### src/rtl/fibo_stream.sv
// Fibonacci-style term generator with a valid/ready output stream, runtime seed load and overflow flag.
// Define FIBO_STREAM_SATURATE_EN to stop at the first carried sum (DONE state, out_last) instead of wrapping.
module fibo_stream #(
  parameter int unsigned    W     = 8,
  parameter int unsigned    IW    = 16,
  parameter logic [W-1:0]   SEED0 = '0,
  parameter logic [W-1:0]   SEED1 = {{(W-1){1'b0}}, 1'b1}
) (
  input  logic          clk,
  input  logic          rst,
  input  logic          hold,
  input  logic          load,
  input  logic [W-1:0]  load_a,
  input  logic [W-1:0]  load_b,
  input  logic          out_ready,
  output logic          out_valid,
  output logic [W-1:0]  out_data,
  output logic [IW-1:0] out_idx,
  output logic          out_last,
  output logic          ovf
);

`ifdef FIBO_STREAM_SATURATE_EN
  typedef enum logic [1:0] {PRIME = 2'd0, RUN = 2'd1, DONE = 2'd2} state_t;
`else
  typedef enum logic [1:0] {PRIME = 2'd0, RUN = 2'd1} state_t;
`endif

  state_t        state_q, state_d;
  logic [W-1:0]  a_q, a_d;
  logic [W-1:0]  b_q, b_d;
  logic [IW-1:0] idx_q, idx_d;
  logic          ovf_q, ovf_d;
  logic [W:0]    sum;
  logic          accept;

  assign sum       = {1'b0, a_q} + {1'b0, b_q};
  assign out_valid = (state_q != PRIME) && !hold;
  assign accept    = out_valid && out_ready;
  assign out_data  = a_q;
  assign out_idx   = idx_q;
  assign ovf       = ovf_q;

`ifdef FIBO_STREAM_SATURATE_EN
  assign out_last = (state_q == DONE);
`else
  assign out_last = 1'b0;
`endif

  always_comb begin
    state_d = state_q;
    a_d     = a_q;
    b_d     = b_q;
    idx_d   = idx_q;
    ovf_d   = ovf_q;
    if (load) begin
      // Load overrides everything, including a beat accepted in this cycle.
      a_d     = load_a;
      b_d     = load_b;
      idx_d   = '0;
      ovf_d   = 1'b0;
      state_d = PRIME;
    end else begin
      case (state_q)
        PRIME: state_d = RUN;
        RUN: begin
          if (accept) begin
            a_d   = b_q;
            idx_d = idx_q + IW'(1);
`ifdef FIBO_STREAM_SATURATE_EN
            if (sum[W]) begin
              // b is kept so the final term stays frozen in a.
              ovf_d   = 1'b1;
              state_d = DONE;
            end else begin
              b_d = sum[W-1:0];
            end
`else
            b_d   = sum[W-1:0];
            ovf_d = ovf_q | sum[W];
`endif
          end
        end
        default: state_d = state_q;
      endcase
    end
  end

  always_ff @(posedge clk or posedge rst) begin
    if (rst) begin
      state_q <= PRIME;
      a_q     <= SEED0;
      b_q     <= SEED1;
      idx_q   <= '0;
      ovf_q   <= 1'b0;
    end else begin
      state_q <= state_d;
      a_q     <= a_d;
      b_q     <= b_d;
      idx_q   <= idx_d;
      ovf_q   <= ovf_d;
    end
  end

endmodule

### config.mk
export PLATFORM = sky130hd
export DESIGN_NAME = fibo_stream
export DESIGN_NICKNAME = d
export VERILOG_FILES = /design/src/rtl/fibo_stream.sv
export SDC_FILE = /design/constraint.sdc
export NUM_CORES = 1
export LEC_CHECK = 0
export BUFFER_PORTS_ARGS = -buffer_cell sky130_fd_sc_hd__buf_4
export CAP_MARGIN = 25
export CORE_AREA = 2 2 82 52
export DETAILED_ROUTE_END_ITERATION = 8
export DIE_AREA = 0 0 84 54
export GPL_TIMING_DRIVEN = 0
export PLACE_DENSITY = 0.78
export SYNTH_ARGS = -nofsm -noshare
export SYNTH_HDL_FRONTEND = slang
export SYNTH_SLANG_ARGS = --single-unit
### constraint.sdc
create_clock -name clk -period 2.64 [get_ports clk]
set_input_delay 0.528 -clock clk [delete_from_list [all_inputs] [get_ports clk]]
set_output_delay 0.528 -clock clk [all_outputs]
set_load 0.05 [all_outputs]
# Word-level counts from Yosys, hierarchy flattened
# Index checks and enable logic that the tools add are counted.
totals:
  ff_bits: 35
  output_inout_bits: 27
  word_cells: 32
  in_bits: 21
classes:
  n_reduce_logical: 9
  eq_ne: 1
  addsub: 2
  mux: 14
  n_bitwise: 1
ops:
  columns: ["cell", "n"]
  rows:
  - ["$mux 16", 3]
  - ["$mux 8", 6]
  - ["$add 16x1->16 const B", 1]
  - ["$add 8x8->9", 1]
  - ["$reduce_bool 2->1", 4]
  - ["$mux 2", 2]
  - ["$mux 1", 3]
  - ["$eq 2x1->1 const B", 1]
  - ["$logic_and 1x1->1", 2]
  - ["$logic_not 2->1", 1]
  - ["$reduce_and 2->1", 1]
  - ["$logic_not 1->1", 1]
  - ["$or 1x1->1", 1]

# Depth between registers and ports, before layout
logic_depth:
  depth_word: 6
  depth_mapped: 8

# Worst setup path after synthesis
# Ideal clock, no wire load.
synth_timing:
  path_type: "flip-flop to flip-flop"
  startpoint: "register a_q[0] (netlist: out_data[0])"
  endpoint: "register ovf_q (netlist: ovf)"
  period_less_slack_ns: 2.071
  setup_ns: 0.078
  arrival_time_ns: 1.993
  required_time_ns: 2.562
  n_path_buf: 0
  path_slack_ns: 0.569
  path_stages_with_launch: 9
  cell_sequence: "dfrtp_1 > ha_1 > inv_1 > fa_1 > nor2b_1 > o31a_1 > o22ai_1 > a21o_1 > a21oi_1"
synth_between:
  elab_chain_cells: 5
synth_rtl:
  columns: ["item", "line", "source"]
  rows:
  - ["from (decl)", "30", "logic [W-1:0] a_q, a_d;"]
  - ["from (signal assigned)", "92", "a_q <= SEED0;"]
  - ["from (signal assigned)", "98", "a_q <= a_d;"]
  - ["$add 8x8->9", "37", "assign sum = {1'b0, a_q} + {1'b0, b_q};"]
  - ["$or 1x1->1", "80", "ovf_d = ovf_q | sum[W];"]
  - ["$mux 1", "67", "if (accept) begin"]
  - ["$mux 1", "64", "case (state_q)"]
  - ["$mux 1", "56", "if (load) begin"]
  - ["to (signal assigned)", "101", "ovf_q <= ovf_d;"]
  - ["to (decl)", "33", "logic ovf_q, ovf_d;"]
# Every way passes these cells. The select of a mux whose other input is x is not followed.
# A chain may end at the register's enable or synchronous reset.

# Final worst setup path
layout_timing:
  startpoint: "register b_q[0]"
  endpoint: "register ovf_q (netlist: ovf)"
layout_between:
  elab_chain_cells: 5
layout_rtl:
  columns: ["item", "line", "source"]
  rows:
  - ["from (decl)", "31", "logic [W-1:0] b_q, b_d;"]
  - ["from (signal assigned)", "93", "b_q <= SEED1;"]
  - ["from (signal assigned)", "99", "b_q <= b_d;"]
  - ["$add 8x8->9", "37", null]
  - ["$or 1x1->1", "80", null]
  - ["$mux 1", "67", null]
  - ["$mux 1", "64", null]
  - ["$mux 1", "56", null]
# Every way passes these cells. The select of a mux whose other input is x is not followed.

==> flow_summary.ini <==
[run_status]
outcome = finished clean

[drt]
drt_iter0_drc = 68
wl_um = 4500
post-route-drc-count = 0
dr_wl_met3_um = 175
top_layer_used = met4
met2_length_um = 2010
vias_per_cell = 5.36
drt-pass1-iter-count = 4
ant_nets = 0
dr_total_vias = 1683
wl_met1_um = 2260
detail_route.wl_per_cell_um = 14.3

[grt]
grt_max_degree = 24
grt_usage_pct = 21.1
grt-ovfl-total = 0
grt_pass1_wl_um = 7290
grt_pass1_vias = 1551
antenna_found_initial = 0

[yosys]
synth.avg_cell_area_um2 = 9.27
yosysMostFrequentCell = dfrtp_1
async_flop_share_pct = 100
ys_types = 35
synth_ff_type = dfrtp_1
synth_largest_area_cell = dfrtp_1
syn_nets = 240
yosys_warnings = 0
synth_top_area_share_pct = 42.6
synth_area_um2 = 1940
synth_edf_count = 0
synth_area_leaders = dfrtp_1 43%, ha_1 5.8%, mux2i_1 5.2%, xor2_1 5.0%, nand2_1 4.8%
synthTopCellsByCount = 33 x dfrtp_1, 25 x nand2_1, 23 x nor2_1, 18 x o21ai_0
synth_cells = 209
ys_seq_elements = 34
yosysSeqAreaShare_pct = 44.0

[layout]
seq_area_um2 = 852
nNetsFinal = 294
n_antenna_cell = 0
postLayoutCellArea_um2 = 2480
multiInputGateArea_um2 = 1000
area_delta_synth_final_pct = 28.2
num-fill-cells = 338
drive_gt1_share_pct = 24.6

[clocking]
clk_latency_ns = 0.29
cts_root_buf = clkbuf_8
cts_buffer_depth = 2
clkTransAtPathRegs_ns = 0.07
cts_inserted_buffers = 5
cts_tree = built
post_cts_buffers = 0
cts.sinks = 34
htree_levels = 2
cts_resized = 0
cts.hold.buffers_added = 0

[place]
placed_cell_area_um2 = 2370
globalplace.congestion = 0.848
dp_hpwl_um = 3320
dpl_worst_slack_ns = 0.579
portBuffers = 46

[die]
start_util_pct = 49.7
core_um2 = 3900
io_pins = 48
rows = 18
die_h_um = 54
die_width_um = 84
dieArea_um2 = 4540

[timing]
layout_min_cycle_time_ns = 2.16
setup_viol = 0
finalCritPeriodShare_pct = 81.8
final-max-slew-violation-count = 0
setup_tns_ns = 0
holdWs_ns = 0.290
setup_slack_ns = 0.482
worst_slew_pin_slew_ns = 0.553
worst_slew_margin_rel_pct = 63.1
skew_ns = 0.00307
rsz0062_at_grt = false
timing.fmax_ghz = 0.463
hold_violations = 0

[pwr]
pwr-share-clk_pct = 33.9
p_int_w = 0.000933
seqPwrFrac_pct = 43.4
vdd_drop_max_uv = 351
p_leak_nw = 1.30
cellPowerDensity_nw_per_um2 = 535
switching_share_pct = 29.7
comb_power_share_pct = 22.7
switchingPower_w = 0.000394

[worst_setup_path]
start_kind = register
cp_data_arrival_time_ns = 2.37
required_ns = 2.85
endpoint_kind = register
path_max_fanout = 3
critPathKind = reg2reg

[job]
cap_violations = 0

[min_path]
hold_path_class = in2async
==> sequential cells by signal, indices dropped and copies added (netlist names) <==
register  cells
b_q           8
out_data      8
out_idx      16
ovf           1
state_q       1
==> cells in the final DEF, fill, tap and decap left out, types with 4 or more instances in the layout <==
master and n:
xor2_1 11, o21ai_0 18, clkbuf_8 8, clkbuf_1 5, a21oi_1 9, dfrtp_1 33, inv_1 8, xnor2_1 4
buf_4 49, and3_1 6, nand2_1 25, nand3_1 11, nor2_1 23, nor3_1 5, ha_1 9, mux2i_1 10
==> path summary, 6_finish.rpt <==
| path | cells after the start | slack, ns | start | to |
|---|---|---|---|---|
| max | 8 | 0.48 | b_q[0] | ovf |
| min | 2 | 0.29 | rst | out_data[1] |
| max reg2reg | 8 | 0.48 | b_q[0] | ovf |
| min reg2reg | 2 | 0.58 | out_idx[1] | out_idx[1] |
| max in group asynchronous | 3 | 1.85 | rst | out_idx[6] |
| min in group clk | 3 | 0.45 | load_b[2] | b_q[2] |
==> cell type report <==
| cell class | count | share of cell area [%] |
|---|---|---|
| multi-input cells | 157 | 40.5 |
| flip-flops and latches | 34 | 34.3 |
| repair buffers | 47 | 15.0 |
| clock buffers | 8 | 4.44 |
| well taps | 50 | 2.52 |
| plain buffers | 10 | 2.02 |
| inverters | 8 | 1.21 |
==> worst max-delay path: stages (launching register included) <==
cell and delay, ns:
dfstp_2 0.54, ha_1 0.18, inv_1 0.06, fa_1 0.37, nor2b_1 0.26, o31a_1 0.20, o22ai_1 0.14, a21o_1 0.22
a21oi_1 0.12
==> power by group through the flow <==
stage / logic, W / registers, W / clock network (W)
after global placement: 0.000285 / 0.000584 / 0
after CTS: 0.000301 / 0.000576 / 0.000459
after floorplan: 0.000156 / 0.000629 / 0
final: 0.000301 / 0.000577 / 0.000450
after detailed placement: 0.000296 / 0.000585 / 0
after global routing: 0.000326 / 0.000581 / 0.000478
==> metal layers <==
| layer | vias to the layer above | track usage, % |
|---|---|---|
| li1 | 820 | - |
| met1 | 823 | 29.1 |
| met2 | 36 | 32.7 |
| met3 | 4 | 5.67 |
| met4 | 0 | 7.26 |
| met5 | - | 0 |
==> metrics by stage <==
step | instances | power [W] | utilization, %
2_1_floorplan | 209 | 0.000785 | -
3_3_place_gp | 305 | 0.000869 | 60.2
3_5_place_dp | 306 | 0.000881 | 60.9
4_1_cts | 314 | 0.00134 | 63.7
5_1_grt | 314 | 0.00138 | 63.7
6_report | 314 | 0.00133 | 63.7
==> kinds of logic (layout without fill, tap and decap cells) <==
kind of cell | Yosys count | after routing | synth area share, %
buffers and inverters | 18 | 73 | 4.13
multiplexers | 10 | 10 | 5.17
AND/OR/NAND/NOR | 83 | 83 | 21.8
adder cells (fa/ha/maj) | 10 | 10 | 6.85
AO/OA/AOI/OAI | 38 | 38 | 11.0
XOR/XNOR | 15 | 15 | 6.78
flip-flops | 34 | 34 | 44.0
other | 1 | 1 | 0.194
(Power assumes the default switching activity.)
